### config.mk
export PLATFORM = sky130hd
export DESIGN_NAME = apb_slave_regs
export DESIGN_NICKNAME = d
export VERILOG_FILES = /design/src/rtl/apb_slave_regs.sv
export SDC_FILE = /design/constraint.sdc
export NUM_CORES = 1
export LEC_CHECK = 0
export ABC_AREA = 0
export BUFFER_PORTS_ARGS = -buffer_cell sky130_fd_sc_hd__buf_2
export CAP_MARGIN = 5
export CELL_PAD_IN_SITES_DETAIL_PLACEMENT = 0
export CELL_PAD_IN_SITES_GLOBAL_PLACEMENT = 1
export CORE_MARGIN = 8
export CORE_UTILIZATION = 53
export CTS_CLUSTER_DIAMETER = 50
export DETAILED_ROUTE_END_ITERATION = 12
export HOLD_SLACK_MARGIN = 0.02
export PLACE_DENSITY = 0.95
export REMOVE_ABC_BUFFERS = 1
export SLEW_MARGIN = 20
export SYNTH_ARGS = -nofsm -noshare
export SYNTH_HDL_FRONTEND = slang
export SYNTH_SLANG_ARGS = --single-unit
### constraint.sdc
create_clock -name clk -period 25.6 [get_ports clk]
set_clock_uncertainty 0.2 [all_clocks]
set_input_delay 2.56 -clock clk [delete_from_list [all_inputs] [get_ports clk]]
set_output_delay 2.56 -clock clk [all_outputs]
set_load 0.02 [all_outputs]
### src/rtl/apb_slave_regs.sv
// APB slave with six RW registers, a transfer STATUS counter pair and a read-only ID word.
// Optional wait states come from reg5[3:0] when APB_SLAVE_WAIT_EN is defined.
module apb_slave_regs #(
  parameter logic [31:0] ID_VALUE = 32'hA5B0_0001,
  parameter logic [31:0] RST_VAL  = 32'h0000_0000
) (
  input  logic        clk,
  input  logic        rst,
  input  logic        psel,
  input  logic        penable,
  input  logic        pwrite,
  input  logic [31:0] paddr,
  input  logic [31:0] pwdata,
  input  logic [3:0]  pstrb,
  output logic [31:0] prdata,
  output logic        pready,
  output logic        pslverr
);

  typedef enum logic {IDLE, ACCESS} state_t;

  state_t      state_q, state_d;
  logic [31:0] regs [0:5];
  logic [15:0] ok_cnt, err_cnt;
  logic [2:0]  idx_q;
  logic        wr_q, err_q;
  logic [31:0] wdata_q;
  logic [3:0]  strb_q;
  logic        setup, illegal, done, addr_err, wait_zero;
  logic [31:0] rd_mux;

  assign addr_err = (|paddr[31:5]) || (|paddr[1:0]) || (pwrite && paddr[4:3] == 2'b11);

  always_comb begin
    rd_mux = 32'h0;
    for (int i = 0; i < 6; i++)
      if (paddr[4:2] == 3'(i)) rd_mux = regs[i];
    if (paddr[4:2] == 3'd6) rd_mux = {err_cnt, ok_cnt};
    if (paddr[4:2] == 3'd7) rd_mux = ID_VALUE;
  end

`ifdef APB_SLAVE_WAIT_EN
  logic [3:0] wait_q;

  always_ff @(posedge clk or posedge rst) begin
    if (rst)
      wait_q <= 4'd0;
    else if (setup)
      wait_q <= regs[5][3:0];
    else if (state_q == ACCESS && wait_q != 4'd0)
      wait_q <= wait_q - 4'd1;
  end

  assign wait_zero = (wait_q == 4'd0);
`else
  assign wait_zero = 1'b1;
`endif

  always_ff @(posedge clk or posedge rst) begin
    if (rst) state_q <= IDLE;
    else     state_q <= state_d;
  end

  always_comb begin
    state_d = state_q;
    pready  = 1'b0;
    pslverr = 1'b0;
    setup   = 1'b0;
    illegal = 1'b0;
    case (state_q)
      IDLE: begin
        if (psel && !penable) begin
          setup   = 1'b1;
          state_d = ACCESS;
        end else if (psel && penable) begin
          // Access phase without a setup phase: fail it on the spot
          illegal = 1'b1;
          pready  = 1'b1;
          pslverr = 1'b1;
        end
      end
      ACCESS: begin
        pready  = wait_zero;
        pslverr = wait_zero && err_q;
        if (wait_zero || !psel) state_d = IDLE;
      end
      default: state_d = IDLE;
    endcase
    if (rst) begin
      pready  = 1'b0;
      pslverr = 1'b0;
    end
  end

  assign done = (state_q == ACCESS) && psel && penable && pready;

  always_ff @(posedge clk or posedge rst) begin
    if (rst) begin
      idx_q   <= 3'd0;
      wr_q    <= 1'b0;
      err_q   <= 1'b0;
      wdata_q <= 32'h0;
      strb_q  <= 4'h0;
      prdata  <= 32'h0;
    end else if (setup) begin
      idx_q   <= paddr[4:2];
      wr_q    <= pwrite;
      err_q   <= addr_err;
      wdata_q <= pwdata;
      strb_q  <= pstrb;
      prdata  <= addr_err ? 32'h0 : rd_mux;
    end
  end

  always_ff @(posedge clk or posedge rst) begin
    if (rst) begin
      for (int i = 0; i < 6; i++) regs[i] <= RST_VAL;
      ok_cnt  <= 16'h0;
      err_cnt <= 16'h0;
    end else begin
      if (done && !err_q) begin
        ok_cnt <= ok_cnt + 16'd1;
        // err_q is clear, so idx_q is one of the RW registers on a write
        if (wr_q)
          for (int i = 0; i < 6; i++)
            if (idx_q == 3'(i))
              for (int b = 0; b < 4; b++)
                if (strb_q[b]) regs[i][8*b +: 8] <= wdata_q[8*b +: 8];
      end
      if (((done && err_q) || illegal) && err_cnt != 16'hFFFF)
        err_cnt <= err_cnt + 16'd1;
    end
  end

endmodule

==> flow_summary.toml, run 1 <==
[worst_setup_path]
cp.arrival_ps = 3210
cp-startpoint = "rst"
start_kind = "input pin"
end_kind = "output pin"
crit_fanout = 10
crit_type = "in -> out"
worstPathRequired_ps = 22840
r2r_start = "state_q"

[die]
core_um2 = 25300
initial_core_util_pct = 54.0
die_x_um = 176
dieArea_um2 = 31100
rows = 58
io_pins = 107
die_h_um = 176

[synth]
yosysSeqAreaShare_pct = 54.7
synth_compound_area_share_pct = 6.85
synth_seq_cells = 298
synthCells = 1124
avgSynthCellArea_um2 = 12.1
async_flop_share_pct = 100
muxShareOfSynthArea_pct = 21.8
synth_top_family_by_area = "multiplexers"
ys.flop_type = "dfrtp_1"
synth_cell_type_count = 55
synth_fa_ha_area_share_pct = 0.184
synth_enable_flop_cells = 0
ys_warn_count = 0
syn-cell-area_um2 = 13600
synth_xor_area_share_pct = 1.54
synth_simple_gate_area_share_pct = 12.9

[routing]
vias = 9132
viasPerCell = 5.84
drc = 0
dr.pass1.iters = 4
wirelength_mm = 31.2
drt-initial-drc-count = 540
final_antenna_net_count = 0
wire_per_inst_um = 19.9

[grt]
grt_pass1_vias = 9439
grt_max_degree = 138
grt_pass1_wl_mm = 50.7
grt_use_total_pct = 20.0
grt_antenna_before_repair = 0
overflow = 0

[sta]
slew_viol_final = 0
period_share_pct = 23.3
finalSetupViolCount = 0
worst_pin_slew_ps = 1080
worst_hold_slack_ps = 270
fmax_ghz = 0.168
fin_crit_ps = 5970
rsz0062_at_grt = "false"
finalHoldViolCount = 0
relSlewSlack_pct = 27.9
tns_ps = 0

[outcome]
run_status = "finished, final reports clean"

[clock_network]
cts_resized = 0
path_clk_slew_ps = 60
cts_hold_buf = 0
cts_setup_buffers = 0
cts_max_path_buffers = 3
clockRootBuffer = "clkbuf_16"
clock_latency_ps = 560
htree_levels = 1
cts_tree = "built"
clock_sinks = 298
cts_buffers = 31

[final_layout]
num_antenna_cells = 0
nets = 1287
area_growth_pct = 13.5
fin_area_um2 = 15500
drive_gt1_share_pct = 32.1
stdcell_count = 1565
final_util_pct = 61.3

[placed_design]
placed_area_um2 = 14400
dp_cells = 1509
dp_hpwl_mm = 19.6
port_buffers = 106
globalplace.congestion = 0.804

[pwr]
ir_worst_vdd_mv = 0.0524
cellLeakagePower_nw = 7.67
power.density_nw_per_um2 = 67.0

[run]
cap_violations = 0

[worst_hold_path]
hold_class = "reg -> reg"
min-delay-start = "prdata[30]"
==> state kept, by name, summed over array words and instances, names as in the netlist <==
signal and flops:
wdata_q 32, err_q 1, ok_cnt 16, err_cnt 16
strb_q 4, state_q 1, wr_q 1, regs 192
prdata 32, idx_q 3
==> worst paths after layout <==
path                              end  slack, ps  cells after the start
min reg2reg                prdata[30]        270                      2
max                           pslverr      19630                      3
min                        prdata[30]        270                      2
max in group asynchronous  prdata[24]      21450                      3
min in group asynchronous    regs[39]       2180                      2
max reg2reg                     err_q      22140                      5
==> kinds of logic (layout without fill, tap and decap cells) <==
| logic type | after synthesis | in the layout |
|---|---|---|
| fa+ha+maj | 2 | 2 |
| mux | 270 | 270 |
| compound gates | 141 | 141 |
| simple gates | 321 | 321 |
| xor+xnor | 24 | 24 |
| flops | 298 | 298 |
| buf+inv | 68 | 179 |
==> placed cells by master (no fill, tap or decap), types with 4 or more instances in the layout <==
cell type	synthesis	layout
a2bb2oi_1	6	6
xnor2_1	20	20
nand4_4	10	10
o21ai_0	33	33
a22oi_1	6	6
nor2_1	15	15
a21oi_1	5	5
o22ai_1	48	48
clkinv_2	0	4
mux2_2	194	194
nand3_1	11	11
a211oi_1	24	24
xor2_1	4	4
o211ai_1	6	6
mux2i_1	72	72
buf_2	13	105
nor4_1	5	5
clkbuf_8	0	10
dfrtp_1	298	298
nor2b_1	10	10
nand4_1	14	14
clkbuf_16	0	31
nand2_1	168	168
clkbuf_1	46	5
nand2b_1	27	27
nor3_1	28	28
nand3_2	8	8
buf_4	2	11
==> power by group <==
group | internal, W | switching (W)
sequential | 0.000485 | 0.0000283
combinational | 0.0000242 | 0.0000445
clock | 0.000271 | 0.000184
==> synthesized netlist by cell type, types with 8 or more instances <==
cell type | n | share of area [%]
dfrtp_1 | 298 | 55
mux2_2 | 194 | 16
nand4_1 | 14 | 0.64
clkbuf_1 | 46 | 1.3
o22ai_1 | 48 | 2.2
o21ai_0 | 33 | 1.2
a211oi_1 | 24 | 1.3
nand2_1 | 168 | 4.6
buf_2 | 13 | 0.48
nand3_2 | 8 | 0.59
nand3_1 | 11 | 0.40
nor2b_1 | 10 | 0.46
nor3_1 | 28 | 1.0
nand4_4 | 10 | 1.6
nand2b_1 | 27 | 1.2
mux2i_1 | 72 | 5.3
xnor2_1 | 20 | 1.3
nor2_1 | 15 | 0.41
==> worst max-delay path, cell delays in order <==
cell and delay [ps]:
buf_2 240, nor3_1 210, buf_2 190
==> routing by layer <==
layer  vias to the layer above  global-route usage [%]  wire length [um]
li1                       4230                       -                 -
met1                      4630                    26.6             13700
met2                       215                    33.4             15100
met3                        57                    3.61              1670
met5                         -                       0                 0
met4                         0                    5.57               674
==> area by class of cell <==
class | count | area, um2
Timing Repair Buffer | 117 | 619
Fill cell | 1998 | 9780
Inverter | 6 | 30.0
Clock inverter | 10 | 116
Clock buffer | 46 | 932
Sequential cell | 298 | 7460
Multi-Input combinational cell | 758 | 5900
Tap cell | 330 | 413
==> stage by stage <==
step / total power, W / setup slack (ps)
after CTS: 0.00105 / 19650
final: 0.00104 / 19630
after global placement: 0.000588 / 19640
after global routing: 0.00108 / 19570
after floorplan: 0.000556 / 14610
after detailed placement: 0.000591 / 19650
(Power assumes the default switching activity.)
==> inputs of run 2 (changes only) <==
--- a/config.mk
+++ b/config.mk
@@ -11,11 +11,11 @@
 export CELL_PAD_IN_SITES_DETAIL_PLACEMENT = 0
 export CELL_PAD_IN_SITES_GLOBAL_PLACEMENT = 1
 export CORE_MARGIN = 8
-export CORE_UTILIZATION = 53
+export CORE_UTILIZATION = 44
 export CTS_CLUSTER_DIAMETER = 50
 export DETAILED_ROUTE_END_ITERATION = 12
 export HOLD_SLACK_MARGIN = 0.02
-export PLACE_DENSITY = 0.95
+export PLACE_DENSITY = 0.88
 export REMOVE_ABC_BUFFERS = 1
 export SLEW_MARGIN = 20
 export SYNTH_ARGS = -nofsm -noshare
==> constraint.sdc (replaced) <==
create_clock -name clk -period 5 [get_ports clk]
set_clock_uncertainty 0.2 [all_clocks]
set_input_delay 0.5 -clock clk [delete_from_list [all_inputs] [get_ports clk]]
set_output_delay 0.5 -clock clk [all_outputs]
set_load 0.02 [all_outputs]
==> flow_summary.toml, run 2 (synthesis results as in run 1) <==
[outcome]
run_status = "finished, final reports clean"

[final_layout]
num_antenna_cells = 0
stdcell_count = 1664
final_util_pct = 51.8
area_growth_pct = 16.3
final-seq-area_um2 = 7460
drive_gt1_share_pct = 30.9
fillCellCount = 2663
top_register = "regs"
final_cell_mix = "298 x dfrtp_1, 194 x mux2_2, 168 x nand2_1"
reg_top3 = "regs x192, prdata x32, wdata_q x32"
multi_input_area_um2 = 5900
nets = 1321
final_common_cell = "dfrtp_1"
largest_reg_flops = 192
fin_area_um2 = 15800

[sta]
relSlewSlack_pct = 27.5
period_share_pct = 61.1
finalHoldViolCount = 0
tns_ps = 0
finalSetupViolCount = 0
worst_hold_slack_ps = 49.1
worst_pin_slew_ps = 1090
slew_viol_final = 0
fin_crit_ps = 3050
rsz0062_at_grt = "false"
fmax_ghz = 0.327

[pwr]
ir_worst_vdd_mv = 0.309
cellLeakagePower_nw = 7.79
power.density_nw_per_um2 = 330

[grt]
grt_pass1_vias = 9631
met3_usage_pct = 2.58
grt_max_degree = 120
grt_use_total_pct = 17.7
overflow = 0
grt_pass1_wl_mm = 52.5
grt_antenna_before_repair = 0
grtUsageMet2_pct = 28.7
grt-busiest-layer = "met2"
met1_usage_pct = 24.8

[die]
core_um2 = 30600
initial_core_util_pct = 44.6
die_x_um = 192
die_h_um = 192
dieArea_um2 = 36900
io_pins = 107
rows = 64

[run]
cap_violations = 0

[clock_network]
htree_levels = 1
cts_tree = "built"
cts_resized = 0
clock_sinks = 298
path_clk_slew_ps = 60
cts_setup_buffers = 0
clockRootBuffer = "clkbuf_16"
clock_latency_ps = 550
cts_buffers = 30
cts_max_path_buffers = 3

[worst_setup_path]
crit_path_cell_trace = "nand4b_4, nor3_4, buf_4, nand3_2, mux2_2"
cpMaxStageDelayCell = "nor3_4"
crit_buf_inv = 1
end_kind = "flip-flop"
start_kind = "flip-flop"
crit_type = "reg -> reg"
worstPathRequired_ps = 5230
cp.arrival_ps = 3290
crit_fanout = 15
slowest_delay_ps = 870
cp_top_family = "simple AND/OR/NAND/NOR gates"

[placed_design]
placed_area_um2 = 14500
globalplace.congestion = 0.783
dp_hpwl_mm = 20.8
port_buffers = 106
dp_cells = 1574

[routing]
wire_per_inst_um = 19.6
drc = 0
dr.pass1.iters = 5
vias = 9380
drt-initial-drc-count = 586
wirelength_mm = 32.7
final_antenna_net_count = 0
viasPerCell = 5.64

[worst_hold_path]
hold_class = "in -> reg"
[run 2: worst min-delay path: cells and delay by family]
family / cells / cell delay, ps
compound gates: 1 / 80
buf+inv: 1 / 120
simple gates: 1 / 60
[run 2: area by class of cell]
cell class                 count  area share, %
sequential                   298           47.1
multi-input combinational    758           37.2
timing repair buffer         152           6.19
clock buffer                  47           5.78
tap                          396           3.13
clock inverter                 7          0.418
inverter                       6          0.189
[run 2: path summary, 6_finish.rpt]
path | end | slack [ps] | cells past startpoint | startpoint
worst max-delay path | regs[141] | 1950 | 5 | state_q
worst min-delay path | wr_q | 50 | 3 | pwrite
worst max register to register | regs[141] | 1950 | 5 | state_q
worst min register to register | prdata[22] | 270 | 2 | prdata[22]
max in group asynchronous | regs[131] | 3430 | 3 | rst
min in group asynchronous | regs[32] | 100 | 2 | rst
[run 2: where the power goes]
| group | switching, W | internal (W) | total (W) | leakage, nW |
|---|---|---|---|---|
| Combinational | 0.000233 | 0.000143 | 0.000376 | 3.22 |
| Clock | 0.000920 | 0.00130 | 0.00222 | 0.483 |
| Sequential | 0.000154 | 0.00248 | 0.00264 | 4.08 |
[run 2: routing by layer]
metal,vias to the layer above,share of wire (%)
li1,4295,-
met1,4817,45
met2,211,47
met3,57,5.2
met4,0,2.0
met5,-,0
[run 2: stage by stage]
stage	setup WS, ps	total power [W]
floorplan	-3930	0.00285
global placement	1990	0.00302
detailed placement	1890	0.00304
CTS	1950	0.00529
global route	1830	0.00545
finish	1950	0.00524
[run 2: timing repair]
| action | 4_1_cts | 5_1_grt |
|---|---|---|
| hold endpoints to repair | 36 | 0 |
| hold buffers | 36 | 0 |
| endpoints found under the setup margin | 0 | 0 |
